$ cat config.mk
export PLATFORM = sky130hd
export DESIGN_NAME = mips_reg_dump
export DESIGN_NICKNAME = d
export VERILOG_FILES = /design/src/rtl/mips_reg_dump.sv
export SDC_FILE = /design/constraint.sdc
export NUM_CORES = 1
export LEC_CHECK = 0
export ABC_AREA = 1
export CORE_MARGIN = 8
export CORE_UTILIZATION = 26
export DETAILED_ROUTE_END_ITERATION = 8
export DONT_BUFFER_PORTS = 1
export MAX_ROUTING_LAYER = met4
export PLACE_DENSITY = 0.45
export SLEW_MARGIN = 10
export SYNTH_ARGS = -nofsm -noshare
export SYNTH_HDL_FRONTEND = slang
export SYNTH_SLANG_ARGS = --single-unit
$ cat constraint.sdc
create_clock -name clk -period 2.1 [get_ports clk]
set_clock_uncertainty 0.05 [all_clocks]
set_input_delay 0.42 -clock clk [delete_from_list [all_inputs] [get_ports clk]]
set_output_delay 0.42 -clock clk [all_outputs]
set_load 0.02 [all_outputs]
$ cat src/rtl/mips_reg_dump.sv
// mips_reg_dump: debug read-out engine for the MIPS register file.
// Walks a wrapping, inclusive range of register addresses through one
// read port and streams each value as an address/data beat on a
// valid/ready interface. While a scan is active, freeze asks the core
// to hold off register writes.
module mips_reg_dump #(
  parameter int NUM_REGS = 32,
  parameter int ADDR_W   = 5,
  parameter int DATA_W   = 32
) (
  input  logic              clk,
  input  logic              rst_n,
  input  logic              start,
  input  logic              abort,
  input  logic [ADDR_W-1:0] start_addr,
  input  logic [ADDR_W-1:0] end_addr,
  output logic [ADDR_W-1:0] rd_addr,
  input  logic [DATA_W-1:0] rd_data,
  output logic              out_valid,
  input  logic              out_ready,
  output logic [ADDR_W-1:0] out_addr,
  output logic [DATA_W-1:0] out_data,
  output logic              out_last,
  output logic              busy,
  output logic              freeze,
  output logic              done
);

  typedef enum logic [1:0] {
    IDLE  = 2'd0,
    FETCH = 2'd1,
    SEND  = 2'd2,
    DONE  = 2'd3
  } state_t;

  localparam logic [ADDR_W-1:0] LAST_REG = ADDR_W'(NUM_REGS - 1);

  state_t            state;
  state_t            state_nxt;
  logic [ADDR_W-1:0] idx;
  logic [ADDR_W-1:0] end_r;

  // State register. The control outputs are decoded from it, so the
  // asynchronous reset clears them at once, without waiting for a clock edge.
  // NOTE: clocked state uses non-blocking (<=) so every flop samples the
  // pre-edge values and simulation matches the synthesized hardware.
  always_ff @(posedge clk or negedge rst_n) begin
    if (!rst_n) state <= IDLE;
    else        state <= state_nxt;
  end

  // Next-state and control-output decode. Abort beats a simultaneous handshake.
  // NOTE: every output gets a default before the case statement, so no
  // path leaves a signal unassigned and no latch is inferred.
  always_comb begin
    state_nxt = state;
    rd_addr   = '0;
    out_valid = 1'b0;
    busy      = 1'b0;
    done      = 1'b0;
    unique case (state)
      IDLE: begin
        if (start) state_nxt = FETCH;
      end
      FETCH: begin
        busy      = 1'b1;
        rd_addr   = idx;
        state_nxt = abort ? IDLE : SEND;
      end
      SEND: begin
        busy      = 1'b1;
        out_valid = 1'b1;
        if (abort)          state_nxt = IDLE;
        else if (out_ready) state_nxt = out_last ? DONE : FETCH;
      end
      DONE: begin
        busy      = 1'b1;
        done      = 1'b1;
        state_nxt = IDLE;
      end
      default: state_nxt = IDLE;
    endcase
  end

  assign freeze = busy;

  // Range registers and the output beat. The beat is captured at the edge
  // that ends FETCH, so a falling-edge write inside FETCH is still seen.
  always_ff @(posedge clk or negedge rst_n) begin
    if (!rst_n) begin
      idx      <= '0;
      end_r    <= '0;
      out_addr <= '0;
      out_data <= '0;
      out_last <= 1'b0;
    end else begin
      unique case (state)
        IDLE: begin
          if (start) begin
            idx   <= start_addr;
            end_r <= end_addr;
          end
        end
        FETCH: begin
          if (!abort) begin
            out_data <= rd_data;
            out_addr <= idx;
            out_last <= (idx == end_r);
          end
        end
        SEND: begin
          if (!abort && out_ready && !out_last) begin
            idx <= (idx == LAST_REG) ? '0 : idx + 1'b1;
          end
        end
        default: ;
      endcase
    end
  end

endmodule

==> impl_metrics.ini <==
[placed_design]
io_buffers = 0
gp_congestion = 0.753
dp_hpwl_um = 4040

[floorplanning]
pin_count = 94
core_area_um2 = 8260
start_util = 0.268
rows = 33
die_y_um = 108
die-area_um2 = 11700
die_w_um = 108

[synth]
synth_cells = 258
synth.distinct_cells = 22
ys_seq_area_frac = 0.564
syn_nets = 307
syn_area_um2 = 2220
ys_ff_latch = 50
syn_area_per_cell_um2 = 8.59
yosys_warnings = 0

[grt]
grt_start_max_net_pins = 51
antenna_found_initial = 0
grt_util_all_layers = 0.0992
grt_pass1_wl_um = 8870
grt.overflow.total = 0
grt_pass1_vias = 1710

[run_status]
status = completed

[sta]
setup_viol = 0
max_slew.worst_pin.slew_ns = 0.539
fin_tns_setup_ns = 0
post-route-period-util = 0.921
slew_headroom = 0.640
period_minus_slack_ns = 1.93
grt_setup_unrepaired = false
finalHoldViolCount = 0
max_freq_ghz = 0.517
holdWs_ns = 0.176
drv_slew = 0

[route]
dr_total_vias = 1582
antenna_left = 0
drc_errors = 0
wl_um = 5640
avgViaCountPerCell = 4.33
routedWlPerCell_um = 15.5
drt_pass1_iterations = 4
drt_iter0_markers = 65

[final_layout]
final_common_cell = nand2_1
final_layout_size_suffix_gt1_frac = 0.0885
final_cell_mix = 133 x nand2_1, 50 x dfrtp_1, 13 x nor2_1, 12 x inv_1, 12 x o21ai_0
diodes = 0
nets = 308
syn_to_final_growth_pct = 9.14

[cts]
cts_resized = 0
cts-buffers-inserted = 5
cts_max_level = 2
clockBufferDepth = 2
clock_latency_ns = 0.29
path_clk_slew_ns = 0.09
clock-sinks = 50
cts_tree = built
cts_root_buf = clkbuf_8

[worst_setup_path]
r2r_setup_slack_ns = 0.44
ff2ff_path_depth = 5
r2r-end = out_data[29]
crit_required_ns = 1.63
worstSetupStartpointType = flip-flop
path_class = flip-flop to primary output
crit_path_max_fanout = 6
cp-end-kind = primary output
arrival_ns = 1.46
timing.rr.start = state[1]

[pwr]
powerDensity_nw_per_um2 = 1630
power.leakage_nw = 1.27
peakVddDrop_v = 0.000402

[min_path]
min_to = out_data[24]
hp-class = input port to flip-flop
min_from = rd_data[24]
whs_path_depth = 2

[flow_run]
maxCapViolations = 0
==> kinds of logic after synthesis <==
kind of cell    share of synthesized area
flops                               0.564
buf+inv                            0.0547
mux                                0.0152
simple gates                        0.302
fa+ha+maj                          0.0113
xor+xnor                           0.0119
compound gates                     0.0401
==> metal layers <==
metal	wire length, µm	global-route usage
met2	2530	0.146
met1	2550	0.123
met4	69	0.0391
met5	0	-
met3	493	0.0321
==> flip-flops by register name (all words and copies together), names as in the netlist <==
register,count
state,2
end_r,5
idx,5
out_data,32
out_addr,5
out_last,1
==> synthesized netlist by cell type (all sizes together) <==
cell	n	area, µm²
nand2	136	533
dfrtp	50	1250
inv	15	56.3
nor2	15	71.3
o21ai	15	78.8
buf	8	61.3
nand3	7	60.1
mux2	3	33.8
a21oi	2	10.0
ha	2	25.0
xor2	2	17.5
clkbuf	1	3.75
nand4	1	6.26
xnor2	1	8.76
==> worst max-delay path by stage <==
stage | start | end | slack (ns) | depth (start not counted)
final | state[1] | rd_addr[3] | 0.17 | 3
after global placement | state[1] | out_data[18] | 0.43 | 5
after CTS | state[1] | rd_addr[3] | 0.13 | 3
after floorplan | state[1] | rd_addr[0] | 0.64 | 3
after detailed placement | state[1] | out_data[23] | 0.40 | 5
after global routing | state[1] | rd_addr[3] | 0.04 | 3
==> critical path, cell delays in order (launching register included) <==
cell,delay [ns]
dfrtp_1,0.43
inv_2,0.18
nand2_1,0.18
nor2_1,0.38
==> what timing repair did <==
item / CTS / global route
hold buffers: 2 / 0
endpoints found under the hold margin: 50 / 0
setup buffers: 0 / 0
setup endpoints to repair: 0 / 0
==> report_power, final <==
| part | leakage [nW] | total [W] | switching, W | internal (W) |
|---|---|---|---|---|
| Clock | 0.0482 | 0.000584 | 0.000317 | 0.000267 |
| Sequential | 0.622 | 0.00220 | 0.000798 | 0.00140 |
| Combinational | 0.600 | 0.00115 | 0.000758 | 0.000392 |
| Total | 1.27 | 0.00393 | 0.00187 | 0.00206 |
==> metrics by stage <==
step	instance area [µm²]	std cells	util	worst slack, ns	power (W)
after global routing	2420	365	0.293	0.0391	0.00429
final	2420	365	0.293	0.167	0.00393
after floorplan	2220	258	-	0.636	0.00311
after CTS	2420	365	0.293	0.130	0.00403
after global placement	2290	355	0.277	0.432	0.00336
after detailed placement	2290	355	0.277	0.395	0.00339
==> cell type report <==
| class | count | area [µm²] |
|---|---|---|
| timing repair buffer | 3 | 45.0 |
| clock inverter | 1 | 5.00 |
| multi-input combinational | 184 | 845 |
| sequential | 50 | 1250 |
| tap | 105 | 131 |
| clock buffer | 7 | 86.3 |
| inverter | 15 | 56.3 |
| fill | 884 | 5840 |
Power figures use the tool's default switching activity.
